**src/rtl/axi_read_error_responder.sv**
```systemverilog
// axi_read_error_responder: answers a decoder-rejected AR with a full
// DECERR burst on R, then pulses error_gnt_o to release the decoder.
// Ports: clk, rst (sync, active-high); AR capture sample_ardata_info_i,
//   arid_i, arlen_i, aruser_i; outstanding_trans_i drain qualifier;
//   error_gnt_o grant; R channel rvalid_o/rready_i/rid_o/rdata_o/rresp_o/
//   rlast_o/ruser_o; busy_o (not IDLE).
// Option: define AXI_ERR_RDATA_PATTERN_EN to drive 32'hBADACCE5 on rdata_o
//   (replicated); otherwise rdata_o is all zeros.
module axi_read_error_responder #(
   parameter int AXI_ID_WIDTH   = 6,
   parameter int AXI_DATA_WIDTH = 64,
   parameter int AXI_USER_WIDTH = 6
) (
   input  logic                      clk,
   input  logic                      rst,
   input  logic                      sample_ardata_info_i,
   input  logic [AXI_ID_WIDTH-1:0]   arid_i,
   input  logic [7:0]                arlen_i,
   input  logic [AXI_USER_WIDTH-1:0] aruser_i,
   input  logic                      outstanding_trans_i,
   output logic                      error_gnt_o,
   output logic                      rvalid_o,
   input  logic                      rready_i,
   output logic [AXI_ID_WIDTH-1:0]   rid_o,
   output logic [AXI_DATA_WIDTH-1:0] rdata_o,
   output logic [1:0]                rresp_o,
   output logic                      rlast_o,
   output logic [AXI_USER_WIDTH-1:0] ruser_o,
   output logic                      busy_o
);

   typedef enum logic [1:0] {
      IDLE,
      DRAIN,
      SEND,
      DONE
   } state_t;

`ifdef AXI_ERR_RDATA_PATTERN_EN
   localparam logic [AXI_DATA_WIDTH-1:0] ERR_DATA =
      {(AXI_DATA_WIDTH/32){32'hBADACCE5}};
`else
   localparam logic [AXI_DATA_WIDTH-1:0] ERR_DATA = '0;
`endif

   state_t                    state_q;
   logic [7:0]                cnt_q;
   logic [AXI_ID_WIDTH-1:0]   id_q;
   logic [AXI_USER_WIDTH-1:0] user_q;

   always_ff @(posedge clk) begin
      if (rst) begin
         state_q <= IDLE;
         cnt_q   <= '0;
         id_q    <= '0;
         user_q  <= '0;
      end else begin
         unique case (state_q)
            IDLE: begin
               if (sample_ardata_info_i) begin
                  id_q    <= arid_i;
                  user_q  <= aruser_i;
                  cnt_q   <= arlen_i;
                  state_q <= DRAIN;
               end
            end
            DRAIN: begin
               if (!outstanding_trans_i) begin
                  state_q <= SEND;
               end
            end
            SEND: begin
               // cnt_q holds beats remaining minus one; the zero beat is last
               if (rready_i) begin
                  if (cnt_q == 8'd0) begin
                     state_q <= DONE;
                  end else begin
                     cnt_q <= cnt_q - 8'd1;
                  end
               end
            end
            DONE: begin
               state_q <= IDLE;
            end
            default: begin
               state_q <= IDLE;
            end
         endcase
      end
   end

   // Everything below is decoded from registers only
   assign rvalid_o    = (state_q == SEND);
   assign rlast_o     = (state_q == SEND) && (cnt_q == 8'd0);
   assign error_gnt_o = (state_q == DONE);
   assign busy_o      = (state_q != IDLE);
   assign rid_o       = id_q;
   assign ruser_o     = user_q;
   assign rdata_o     = ERR_DATA;
   assign rresp_o     = 2'b11;

endmodule

```
**config.mk**
```make
export PLATFORM = sky130hd
export DESIGN_NAME = axi_read_error_responder
export DESIGN_NICKNAME = d
export VERILOG_FILES = /design/src/rtl/axi_read_error_responder.sv
export SDC_FILE = /design/constraint.sdc
export NUM_CORES = 1
export LEC_CHECK = 0
export BUFFER_PORTS_ARGS = -buffer_cell sky130_fd_sc_hd__buf_2
export CAP_MARGIN = 20
export CORE_ASPECT_RATIO = 1.1
export CORE_MARGIN = 10
export CORE_UTILIZATION = 39
export CTS_CLUSTER_DIAMETER = 60
export DETAILED_ROUTE_END_ITERATION = 6
export PLACE_DENSITY = 0.77
export SETUP_SLACK_MARGIN = 0.2
export SLEW_MARGIN = 20
export SYNTH_ARGS = -nofsm -noshare
export SYNTH_HDL_FRONTEND = slang
export SYNTH_SLANG_ARGS = --single-unit
```
**constraint.sdc**
```tcl
create_clock -name clk -period 1.5 [get_ports clk]
set_input_delay 0.45 -clock clk [delete_from_list [all_inputs] [get_ports clk]]
set_output_delay 0.45 -clock clk [all_outputs]
set_load 0.02 [all_outputs]
```
# Yosys cells after proc, flatten, opt, wreduce, memory -nomap -nowiden
# Index checks and enable logic that the tools add are counted.
# word_totals
regBits	22
input_bits	25
out_inout_bits	82
# classes
n_addsub	1
n_eq_ne	8
muxes	9
n_reduce_logical	8
# ops
operator	count
$mux W8	3
$pmux W8 S2	1
$logic_not A8 Y1	1
$mux W2	4
$pmux W2 S4	1
$reduce_and A4 Y1	2
$sub A8 B1 Y8 const B	1
$ne A2 B2 Y1 const B	3
$eq A2 B2 Y1 const B	2
$ne A2 B1 Y1 const B	2
$reduce_bool A2 Y1	2
$eq A2 B1 Y1 const B	1
$logic_not A2 Y1	1
$reduce_and A2 Y1	1
$logic_and A1 B1 Y1	1

# Longest topological paths before layout
# Gate-level depths: netlist of the first run.
# depth
ltp_word	4
mapped_depth	7
mapped_depth_nobuf	6

# Worst setup path after synthesis of the first run
# No wires, ideal clock.
# synth_timing
path_kind	reg-to-reg
from	register state_q[0]
to	register cnt_q[4]
setup_ns	0.132
t_arrival_ns	1.578
required_ns	1.368
setup_slack_ns	-0.209
stages_incl_launch_ff	8
n_path_buf	1
period_less_slack_ns	1.709
path_cell_list	dfxtp_1 > inv_1 > ha_1 > inv_2 > clkbuf_1 > nor2_1 > o311ai_1 > o31ai_1
# synth_via
elab_chain_cells	3
elab_cells_between_ends	8
# synth_rtl
element	line	text
from (decl)	46	state_t state_q;
from (signal assigned)	53	state_q <= IDLE;
from (signal assigned)	64	state_q <= DRAIN;
from (signal assigned)	69	state_q <= SEND;
$eq A2 B2 Y1 *	-	
via rvalid_o	22	output logic rvalid_o,
$ne A2 B2 Y1 (no line) (tied with other cells)	-	
$reduce_and A4 Y1 (no line)	-	
to (signal assigned)	63	cnt_q <= arlen_i;
to (signal assigned)	78	cnt_q <= cnt_q - 8'd1;
to (decl)	47	logic [7:0] cnt_q;
# The timed path passes the listed nets; every way through them passes the cells marked *.
# A chain may end at the register's enable or synchronous reset.

# Final worst setup path of the first run
# layout_timing
from	register cnt_q[6]
to	output port rlast_o
# layout_via
elab_chain_cells	2
# layout_rtl
element	line	text
$logic_not A8 Y1	94	assign rlast_o = (state_q == SEND) && (cnt_q == 8'd0);
$logic_and A1 B1 Y1	94	
to (decl)	27	output logic rlast_o,
# No other way between the ends.

==> results of run 1 <==
## how the worst min path moves through the flow
stage           startpoint  depth (start not counted)         end
6_report         arid_i[5]                          3    rid_o[5]
3_5_place_dp    ruser_o[2]                          2  ruser_o[2]
2_1_floorplan   state_q[1]                          2  state_q[1]
5_1_grt        aruser_i[1]                          3  ruser_o[1]
3_3_place_gp      rid_o[2]                          2    rid_o[2]
4_1_cts        aruser_i[3]                          3  ruser_o[3]
## metrics by stage
stage	hold slack (ps)	setup WS [ps]	cell area [um^2]
after floorplan	469	49.8	1990
after global placement	439	12.8	1840
after detailed placement	443	-12.4	1840
after CTS	408	-293	2310
after global routing	411	-328	2480
final	424	-289	2480
## cells by family (layout without fill, tap and decap cells)
kind of cell	Yosys count	after routing	share of synthesized area, %
AOI/OAI and AO/OA	42	42	18.2
adders and majority gates	7	7	5.19
buffers and inverters	81	83	33.1
DFF	22	22	26.1
muxes	1	1	0.593
other	2	66	0.445
and+or+nand+nor	56	56	16.3
## power breakdown
group	internal, W	total [W]	switching (W)
clock network	0.000356	0.000563	0.000206
logic	0.00187	0.00395	0.00208
registers	0.000807	0.00100	0.000193
## state kept, by name (all words and copies together), names as in the netlist
signal and cells:
cnt_q 8, state_q 2, rid_o 6, ruser_o 6
## critical path: cells and delay by family (launching register included)
| family | cells | cell delay [ps] |
|---|---|---|
| buffers and inverters | 1 | 120 |
| AND/OR/NAND/NOR | 2 | 600 |
| flip-flops | 1 | 360 |
## routing by layer
layer  wire, um  track usage (%)  share of wire (%)  vias up
met5          0                0                  0        -
met3        390             2.62                7.4       10
met4        137             6.54                2.6        0
met2       2750             21.2                 52       74
li1           -                -                  -      708
met1       1970             13.4                 37      704
## placed cells by master (no fill, tap or decap), drive strengths merged, types with 3 or more instances in the layout
cell,instances
o311ai,4
a21oi,20
buf,71
nor2,5
clkbuf,3
ha,7
dfxtp,22
conb,66
inv,8
o31ai,4
nand2,33
nand3,3
## area by class of cell
| type | instances | area (um^2) |
|---|---|---|
| Tap cell | 54 | 67.6 |
| Fill cell | 357 | 1770 |
| Inverter | 8 | 40.0 |
| Multi-Input combinational cell | 172 | 1290 |
| Sequential cell | 22 | 455 |
| Clock inverter | 1 | 30.0 |
| Timing Repair Buffer | 71 | 557 |
| Clock buffer | 3 | 41.3 |
## what timing repair did
item,in CTS,in global routing
pin swaps,15,23
buffers inserted,12,2
endpoints found under the setup margin,26,26
gates cloned,1,0
resized for setup,67,34
hold endpoints to repair,0,0
==> run summary, run 1 <==
The run finished, with violations left. The checks that failed: negative setup slack. The path class of the tightest hold or removal check is in -> reg. The depth of the worst register-to-register path is 10. The startpoint of the lowest-slack register-to-register path is state_q[0]. The global-route wire length before repair came out at 7.19 mm. The final critical path time including I/O delays and setup came out at 1790 ps.

The slowest stage of the critical path is the dfxtp_2 cell. The clock input transition at the sequential cells of the worst setup and hold paths came out at 90 ps. The number of antenna diodes is 0. The critical path goes through nor4_4 > and4_4 > buf_6. The average routed wire per standard cell is around 16 um.

The floorplan step defined a die boundary enclosing 7360 um^2. The peak fanout along the critical path came out at 3. The peak per-stage delay on the critical path came out at 360 ps. Of the post-synthesis cell area, the dominant cell type holds 29.4%. In this run the count of I/O pins placed on the die edge is 107.

The fraction of the cycle the final worst path needs is 119%. In this run the worst setup path begins at cnt_q[6]. The final setup violation count is 26. The per-cell via count in the routed design is around 4.5. The final cell count without fillers is 331. The final worst slack came out at -289 ps. The library cell with the largest summed area after synthesis is buf_4.

The number of global-route vias before repair is roughly 1500. The total half-perimeter wirelength after legalization and detailed placement came out at 3.39 mm. The worst setup path is launched from a flop.

The total congestion overflow is 0. The count of different cell masters after synthesis came out at 37. The total CTS buffers came out at 3. In this run the horizontal extent of the chip is between 80 and 90 um.

The cts-stage hold buffer count came out at 0. The post-synthesis instance total came out at 211. The maximum clock skew at final layout is 1.90 ps. In this run the register-to-register setup slack is -160 ps. The area growth from synthesis to layout came out at 47.0%. Clock tree synthesis selected as its root buffer the cell clkbuf_8. The number of vias after detailed routing came out at 1496. The worst setup path is captured at a primary output. TritonCTS built the clock tree. For this run, the number of Yosys warnings is 0.

The number of hold violations in the final report is 0. The initialized floorplan defines 25 standard-cell rows. The post-detailed-route DRC marker count is 0. The chip height came out at 89 um. The highest clock frequency the design can meet came out at 0.559 GHz. By area the synthesized netlist is led by buf_4, dfxtp_1, nand2_1.

The cell with the most instances after synthesis is buf_4. The clock sink count is 22. Summed over all layers, the routed wires come to 5.25 mm. In this run the critical register-to-register path is captured at cnt_q[1]. The most frequently used flop master after synthesis is dfxtp_1. The starting utilization of the core area is 39.7%. The count of buffers added on input and output ports is 40. The total number of nets in the final design is 310.

Setup total negative slack on the finished layout was measured at -1980 ps. At the end of routability-driven placement, the weighted congestion stood at 0.820. The global-route usage over all layers is approximately 12%.

The number of antenna violations at the first check in global routing is 0. The endpoint of the worst setup timing path is rlast_o. The sequential cell area fraction in the yosys report is 26.1%. Data arrives at the worst endpoint at approximately 1300 ps.

The average cell area after synthesis came out at between 7 and 8 um^2. The proportion of register bits with asynchronous set or reset after synthesis is 0%. The final number of max-transition violations came out at 0. The final design utilization came out at between 50% and 60%.

The later-pin clock latency in the skew report came out at 260 ps. The pre-antenna-repair detailed-routing pass consisted of 4 iterations. The worst setup path is of the reg -> out kind. Setup repair after global routing could not meet its margin everywhere. In this run the number of H-tree levels came out at 1.

The maximum vdd drop came out at 1410 uV. The total power density per cell area came out at around 2200 nW/um^2. After the first detailed-routing iteration, the DRC count stood at 97. The detail route stage leaves a number of antenna-violating nets equal to 0. The required time reported for the critical path endpoint came out at between 1000 and 1500 ps.

Cells with a size suffix above 1 make up 52.0% of the layout. The post-synthesis instance area came out at 1690 um^2. Counting flops with a built-in enable in the synthesized netlist gives 0. The standard cell core area is 4250 um^2. The placed instance count is about 310. Counting instances in the post-synthesis netlist gives the leading cell types as buf_4, nand2_1, dfxtp_1. Overall power consumption after layout is estimated at 0.00552 W.

Across the run, the number of max-cap violations was 0. The post-synthesis register bit count came out at 22. The leakage power total is 1.18 nW. In this run the deepest clock path goes through 2 buffers. Entering global routing, the biggest net connects 14 pins.
Power figures use the tool's default switching activity.
==> inputs of run 2 (changes only) <==
--- a/config.mk
+++ b/config.mk
@@ -7,12 +7,14 @@
 export LEC_CHECK = 0
 export BUFFER_PORTS_ARGS = -buffer_cell sky130_fd_sc_hd__buf_2
 export CAP_MARGIN = 20
+export CELL_PAD_IN_SITES_DETAIL_PLACEMENT = 0
+export CELL_PAD_IN_SITES_GLOBAL_PLACEMENT = 2
 export CORE_ASPECT_RATIO = 1.1
 export CORE_MARGIN = 10
-export CORE_UTILIZATION = 39
+export CORE_UTILIZATION = 20
 export CTS_CLUSTER_DIAMETER = 60
 export DETAILED_ROUTE_END_ITERATION = 6
-export PLACE_DENSITY = 0.77
+export PLACE_DENSITY_LB_ADDON = 0.1
 export SETUP_SLACK_MARGIN = 0.2
 export SLEW_MARGIN = 20
 export SYNTH_ARGS = -nofsm -noshare
==> run 2 against run 1 <==
  * The run still ends with negative setup slack left
  * Non-clock buffer count grew 10
  * Wire length grew 5.9%
  * Cell count grew 20%
  * Worst hold slack lost 3.6 ps
  * Total power grew 10%
  * Largest cell class unchanged
  * Maximum frequency grew 4.1%
  * Clock skew grew 3.6 ps
  * Largest power group unchanged
  * Combinational power grew 14%
  * First-iteration DRC count shrank 80%
  * Cell area grew 9.8%
==> run summary, run 2 (synthesis gave the netlist of run 1 again) <==
Leaving out fill and tap cells, the most frequent cell in the layout is conb_1. The highest clock frequency the design can meet came out at 0.582 GHz. The required time reported for the critical path endpoint came out at 1050 ps.

Dividing the detail-routed via count by the number of cells gives 3.76. In this run, the clock network consumes 9.4% of the power. The critical path is of the reg -> out type. The chip height came out at 116 um. The proportion of power drawn by combinational gates came out at 74.2%. Ranked by flip-flop count, first place goes to cnt_q.

The longest clock path from root to sink contains 2 buffers. The final worst slack came out at -218 ps. The number of antenna diodes in the final layout is 0. CTS saw 22 sinks.

In this run the worst hold path is classified as in -> reg. The final route contains 1497 vias. The final reports fail on negative setup slack. At the placement stage, the worst setup path has a slack of -27.9 ps. The number of hold violations in the final report is 0. The count of input and output buffers is 40.

The root buffer cell chosen for the clock tree is clkbuf_8. The run finished, with violations left. The proportion of power drawn by flip-flops and latches is 16.4%. The critical path startpoint category is a flop. The max capacitance violation total came out at 0.

The die boundary width is ~110 um. After detailed routing, the number of remaining DRC violations is 0. For the final database, setup skew stands at 5.47 ps. The maximum vdd drop is between 500 and 600 uV.

The die area is 12500 um^2. STA classifies the critical path endpoint as a primary output. Setup repair after global routing could not meet its margin everywhere.

The number of top-level design ports is between 100 and 150. The final number of max-transition violations came out at 0. The cell area after placement came out at 2000 um^2. In this run the power spent charging and discharging nets is around 0.0026 W. The number of antenna violations at the first check in global routing is 1.

Across every metal layer, demand over resource in global routing totals 8.18%. The startpoint of the most critical setup path is cnt_q[5]. The post-detailed-route count of antenna-violating nets is 0. The cell internal power dissipation came out at about 0.0035 W. TritonCTS built the clock tree. The flip-flop count of the largest register after layout came out at 8.

The smallest clock period supported by the final layout is computed as 1720 ps. The first detailed-routing pass ran for 4 iterations. The H-tree depth reported by CTS is 1. The later pin in the worst-skew pair is clocked with a latency of 270 ps. In the layout the commonest cells are conb_1, buf_2, buf_4, nand2_1.

The number of global-route vias before repair is between 1500 and 2000. Entering global routing, the biggest net connects 15 pins. The depth of the worst register-to-register path is 9. Setup violations remaining at the end of the flow were counted as 14.

For the pin with the worst max-slew slack, the measured transition is 556 ps. After clock tree synthesis, the clock-pin slew on the worst setup and hold paths is around 90 ps. The global-route wire length before repair is ~8.3 mm. The post-route netlist has 53.7% of its cells at a drive strength greater than 1. The peak fanout along the critical path is 2. Relative to the synthesized area, the layout overhead comes to 61.4%.

The total CTS buffers is 3. The number of fill cells in the layout came out at between 900 and 1000. The standard cell core area came out at 8320 um^2. The startpoint of the lowest-slack register-to-register path is state_q[1].

The headroom to the max-slew limit came out at 62.9%. The average routed wire per standard cell is approximately 14 um. The total congestion overflow is 0.

For this run, the post-layout net count is 320. The register-to-register setup slack came out at -110 ps. Net switching is 43.1% of the power. Detailed placement ended at an HPWL of 4.17 mm. The count of standard-cell rows is 35.

After routing the design area is 2720 um^2. The data arrival at the endpoint of the critical path is approximately 1300 ps. The starting utilization of the core area came out at between 20% and 30%. The endpoint identified for the worst register-to-register timing path is cnt_q[0].

The weighted congestion at the end of routability-driven global placement came out at 0.678. The cts-stage hold buffer count came out at 0. The fraction of the cycle the final worst path needs is 115%. The critical path ends at rlast_o. The violation count after the first detailed-route iteration is 19. Summed over all layers, the routed wires come to 5.56 mm. The leakage power total is 1.26 nW. The total power density per cell area came out at about 2200 nW/um^2.
[run 2: repair_timing]
action | 4_1_cts | 5_1_grt
hold endpoints to repair | 0 | 0
buffers inserted | 10 | 4
endpoints found under the setup margin | 26 | 27
resized for setup | 70 | 38
pin swaps | 16 | 20
gates cloned | 2 | 0
[run 2: metrics by stage]
step           total power (W)  util, %  hold slack (ps)  cells  TNS [ps]
3_3_place_gp           0.00379     24.1              441    378     -23.5
6_report               0.00609     32.7              421    398      -934
2_1_floorplan          0.00274        -              469    275         0
3_5_place_dp           0.00372     24.1              448    378     -93.4
4_1_cts                0.00566     30.3              391    394      -882
5_1_grt                0.00650     32.7              409    398     -1730
[run 2: layout make-up]
| class | count | area [um^2] | area share (%) |
|---|---|---|---|
| timing repair buffer | 81 | 691 | 25.4 |
| multi-input combinational | 172 | 1330 | 48.6 |
| clock buffer | 3 | 41.3 | 1.52 |
| inverter | 8 | 47.5 | 1.75 |
| clock inverter | 1 | 30.0 | 1.10 |
| sequential | 22 | 450 | 16.5 |
| tap | 111 | 139 | 5.10 |
[run 2: power by group through the flow]
stage                     registers (W)  logic [W]  clock network [W]
final                           0.00100    0.00452           0.000575
after global routing            0.00103    0.00485           0.000627
after CTS                      0.000971    0.00408           0.000606
after detailed placement       0.000969    0.00275                  0
after global placement         0.000970    0.00281                  0
after floorplan                 0.00104    0.00171                  0
[run 2: layer usage]
| metal | up-vias | wire (um) | GRT usage, % |
|---|---|---|---|
| li1 | 731 | - | - |
| met1 | 710 | 2090 | 8.69 |
| met2 | 50 | 2940 | 14.7 |
| met3 | 4 | 494 | 4.25 |
| met4 | 2 | 14 | 0.624 |
| met5 | - | 13 | 0 |
[run 2: worst min-delay path by stage]
stage                      from    endpoint  slack, ps  cells after the start
global route          arid_i[4]    rid_o[4]        410                      3
detailed placement     rid_o[4]    rid_o[4]        450                      2
floorplan            state_q[1]  state_q[1]        470                      2
finish              aruser_i[1]  ruser_o[1]        420                      3
CTS                 aruser_i[0]  ruser_o[0]        390                      3
global placement       rid_o[0]    rid_o[0]        440                      2
[run 2: worst max-delay path, cell delays in order (launching register included)]
cell and delay [ps]:
dfxtp_2 340, nor4_4 290, and4_4 260, buf_6 120
==> inputs of run 3 (changes only) <==
--- a/config.mk
+++ b/config.mk
@@ -14,6 +14,7 @@
 export CORE_UTILIZATION = 20
 export CTS_CLUSTER_DIAMETER = 60
 export DETAILED_ROUTE_END_ITERATION = 6
+export GPL_TIMING_DRIVEN = 0
 export PLACE_DENSITY_LB_ADDON = 0.1
 export SETUP_SLACK_MARGIN = 0.2
 export SLEW_MARGIN = 20
==> run 3 against run 2 <==
  * The run still ends with negative setup slack left
  * Total power decreased by 15%
  * Critical path depth increased by 1
  * Die area unchanged
  * Global-route usage decreased by 0.17 points
  * Clock skew decreased by 3.0 ps
  * Flip-flop and latch count unchanged
  * Sequential power increased by 6%
  * Via count increased by 7.0%
  * Worst hold slack got worse by 13 ps
  * Critical endpoint unchanged
  * Largest cell class unchanged
==> run summary, run 3 (synthesis gave the netlist of run 1 again) <==
Leaving out fill and tap cells, the most frequent cell in the layout is buf_4. The completed layout was analyzed and its total power is between 0.005 and 0.006 W. In this run the worst path has a maximum fanout of 2. The final design utilization is 35.3%. The analysis attributes to cell leakage a power of around 1.5 nW. The register-to-register setup slack is -80 ps. On the worst path, the slowest cell contributes a delay of 350 ps.

The global-route usage over all layers is 8.01%. The headroom to the max-slew limit came out at 51.6%. The later-pin clock latency in the skew report came out at ~270 ps. The number of top-level design ports is ~110. Hold is met by 407 ps. The classification of the worst-slack hold path is in -> reg. The final number of max-transition violations came out at 0. The final layout contains 371 nets. The data arrival at the endpoint of the critical path came out at about 1400 ps.

The startpoint of the lowest-slack register-to-register path is cnt_q[0]. The category of cells accounting for the largest share of critical-path delay is simple AND/OR/NAND/NOR gates. For hold timing, the worst endpoint is rid_o[5].

The H-tree depth reported by CTS is 1. The top cell types in the final layout, fill and taps aside, are buf_4, conb_1, buf_2, nand2_1. The max capacitance violation total is 0.

The run finished, with violations left. The checks that failed: negative setup slack. The maximum buffer depth of the clock tree is 2. The number of antenna violations at the first check in global routing was 1. Dividing the final minimum period by the clock period gives 122%. The most flop-heavy register is cnt_q. The number of hold violations in the final report was 0. After filler insertion, the fill cell instance count of the layout stands at 900. The required time reported for the critical path endpoint is 1050 ps. The maximum number of pins on one net before global-route repair came out at 14. The worst setup path is of the reg -> out kind. The register with the most flip-flops in the layout has 8 of them. In the final layout, the multi-input gates occupy 1220 um^2.

Setup repair after global routing could not meet its margin everywhere. The final worst slack is -327 ps. The starting utilization of the core area came out at 20.3%. The startpoint identified for the worst hold timing path is arid_i[5]. Summed over all layers, the routed wires come to 5.49 mm. The final setup violation count is 11.

The number of vias after detailed routing came out at 1602. The post-placement worst setup slack is -198 ps. The weighted congestion at the end of routability-driven global placement is ~0.7. The area growth from synthesis to layout came out at 74.0%. In this run, the number of DRC markers left after iteration 0 of detailed routing was 23. After detailed routing, the average wire length per cell comes to 12.2 um. Setup total negative slack on the finished layout was measured at -1070 ps. The floorplan step set the die height to 116 um. The number of buffers and inverters on the critical path is 2. Of the cells placed in the final design, the portion with a size suffix greater than 1 is 58.3%. The register area is 462 um^2. In this run, CTS created clock tree buffers numbering 3.

The master cell of the clock root buffer is clkbuf_8. The critical path goes through nor4_4 > and4_1 > buf_6 > buf_6. The clock sink count is 22.

The final critical path time including I/O delays and setup came out at 1830 ps. Clock-pin slew was measured on the worst setup and hold paths at 90 ps. Detailed placement ended at an HPWL of 4.15 mm. The worst register-to-register path ends at cnt_q[6].

The count of standard-cell rows came out at 35. For this design the ratio of total power to cell area is about 1800 nW/um^2. Once detail routing completed, the nets flagged for antenna violations numbered 0. Along the worst hold path, the cell count comes to 3. The slew of the pin with the lowest slew margin is 726 ps.

The maximum vdd drop is 563 uV. The total congestion overflow is 0. The die area is 12500 um^2. The number of global-route vias before repair is 1657. The element type at the critical path end is a primary output. The depth of the worst register-to-register path came out at 7. The number of cells on the critical path is 4. Port buffering added 40 buffers. The per-cell via count in the routed design came out at 3.57.

Across the routed clock network, the largest skew measured is roughly 2.5 ps. The critical path startpoint category is a flop. The core region is between 8000 and 9000 um^2.

Among the stages of the critical path, the cell type that occurs most often is buf_6. The slowest stage of the critical path belongs to the cell dfxtp_2. TritonCTS built the clock tree. The global-route wire length before repair came out at 8.14 mm. For this run, design rule violations remaining after detail routing come to 0. The die is 108 um wide. The highest clock frequency the design can meet is 0.547 GHz. The first-pass iteration count of the detailed router came out at 3.

The number of antenna diodes is 0.
==> run 3: per-layer routing <==
layer | global-route usage [%] | share of wire, % | vias up
met5 | 0 | 0.13 | -
met4 | 0.802 | 0 | 2
met3 | 4.97 | 11 | 2
met2 | 13.2 | 50 | 54
met1 | 8.91 | 39 | 705
li1 | - | - | 839
==> run 3: final cells by class <==
cell class | instances | area share, %
Multi-Input combinational cell | 172 | 41.5
Buffer | 73 | 19.8
Sequential cell | 22 | 15.7
Timing Repair Buffer | 59 | 14.7
Tap cell | 111 | 4.73
Clock buffer | 3 | 1.41
Inverter | 8 | 1.19
Clock inverter | 1 | 1.02
==> run 3: repair_timing <==
| action | 4_1_cts | 5_1_grt |
|---|---|---|
| setup buffers | 13 | 5 |
| pin swaps | 5 | 18 |
| setup endpoints to repair | 24 | 22 |
| gates resized for setup | 36 | 58 |
| gates cloned | 0 | 1 |
| hold buffers | 0 | 0 |
==> run 3: where the power goes <==
part	total, W	internal (W)	switching (W)	leakage (nW)
registers	0.00106	0.000821	0.000239	0.185
clock network	0.000579	0.000357	0.000223	0.0357
logic	0.00352	0.00172	0.00179	1.27
total	0.00516	0.00290	0.00226	1.49
==> run 3: worst max-delay path by stage <==
stage,start,to,slack (ps)
after global placement,cnt_q[5],rlast_o,-220
after global routing,cnt_q[6],rlast_o,-370
after CTS,cnt_q[6],rlast_o,-320
after detailed placement,cnt_q[5],rlast_o,-200
final,cnt_q[6],rlast_o,-330
after floorplan,cnt_q[5],rlast_o,50
==> run 3: worst register-to-register path, cell delays in order, from the launching register on <==
cell      delay, ps
dfxtp_4         380
inv_2            60
ha_4            170
and4_1          160
buf_6           120
buf_4           170
o311ai_2        280
o31ai_1         110
==> run 3: metrics by stage <==
step	std cells	area [um^2]
floorplan	275	1990
global placement	426	2330
detailed placement	426	2330
CTS	443	2650
global route	449	2940
finish	449	2940
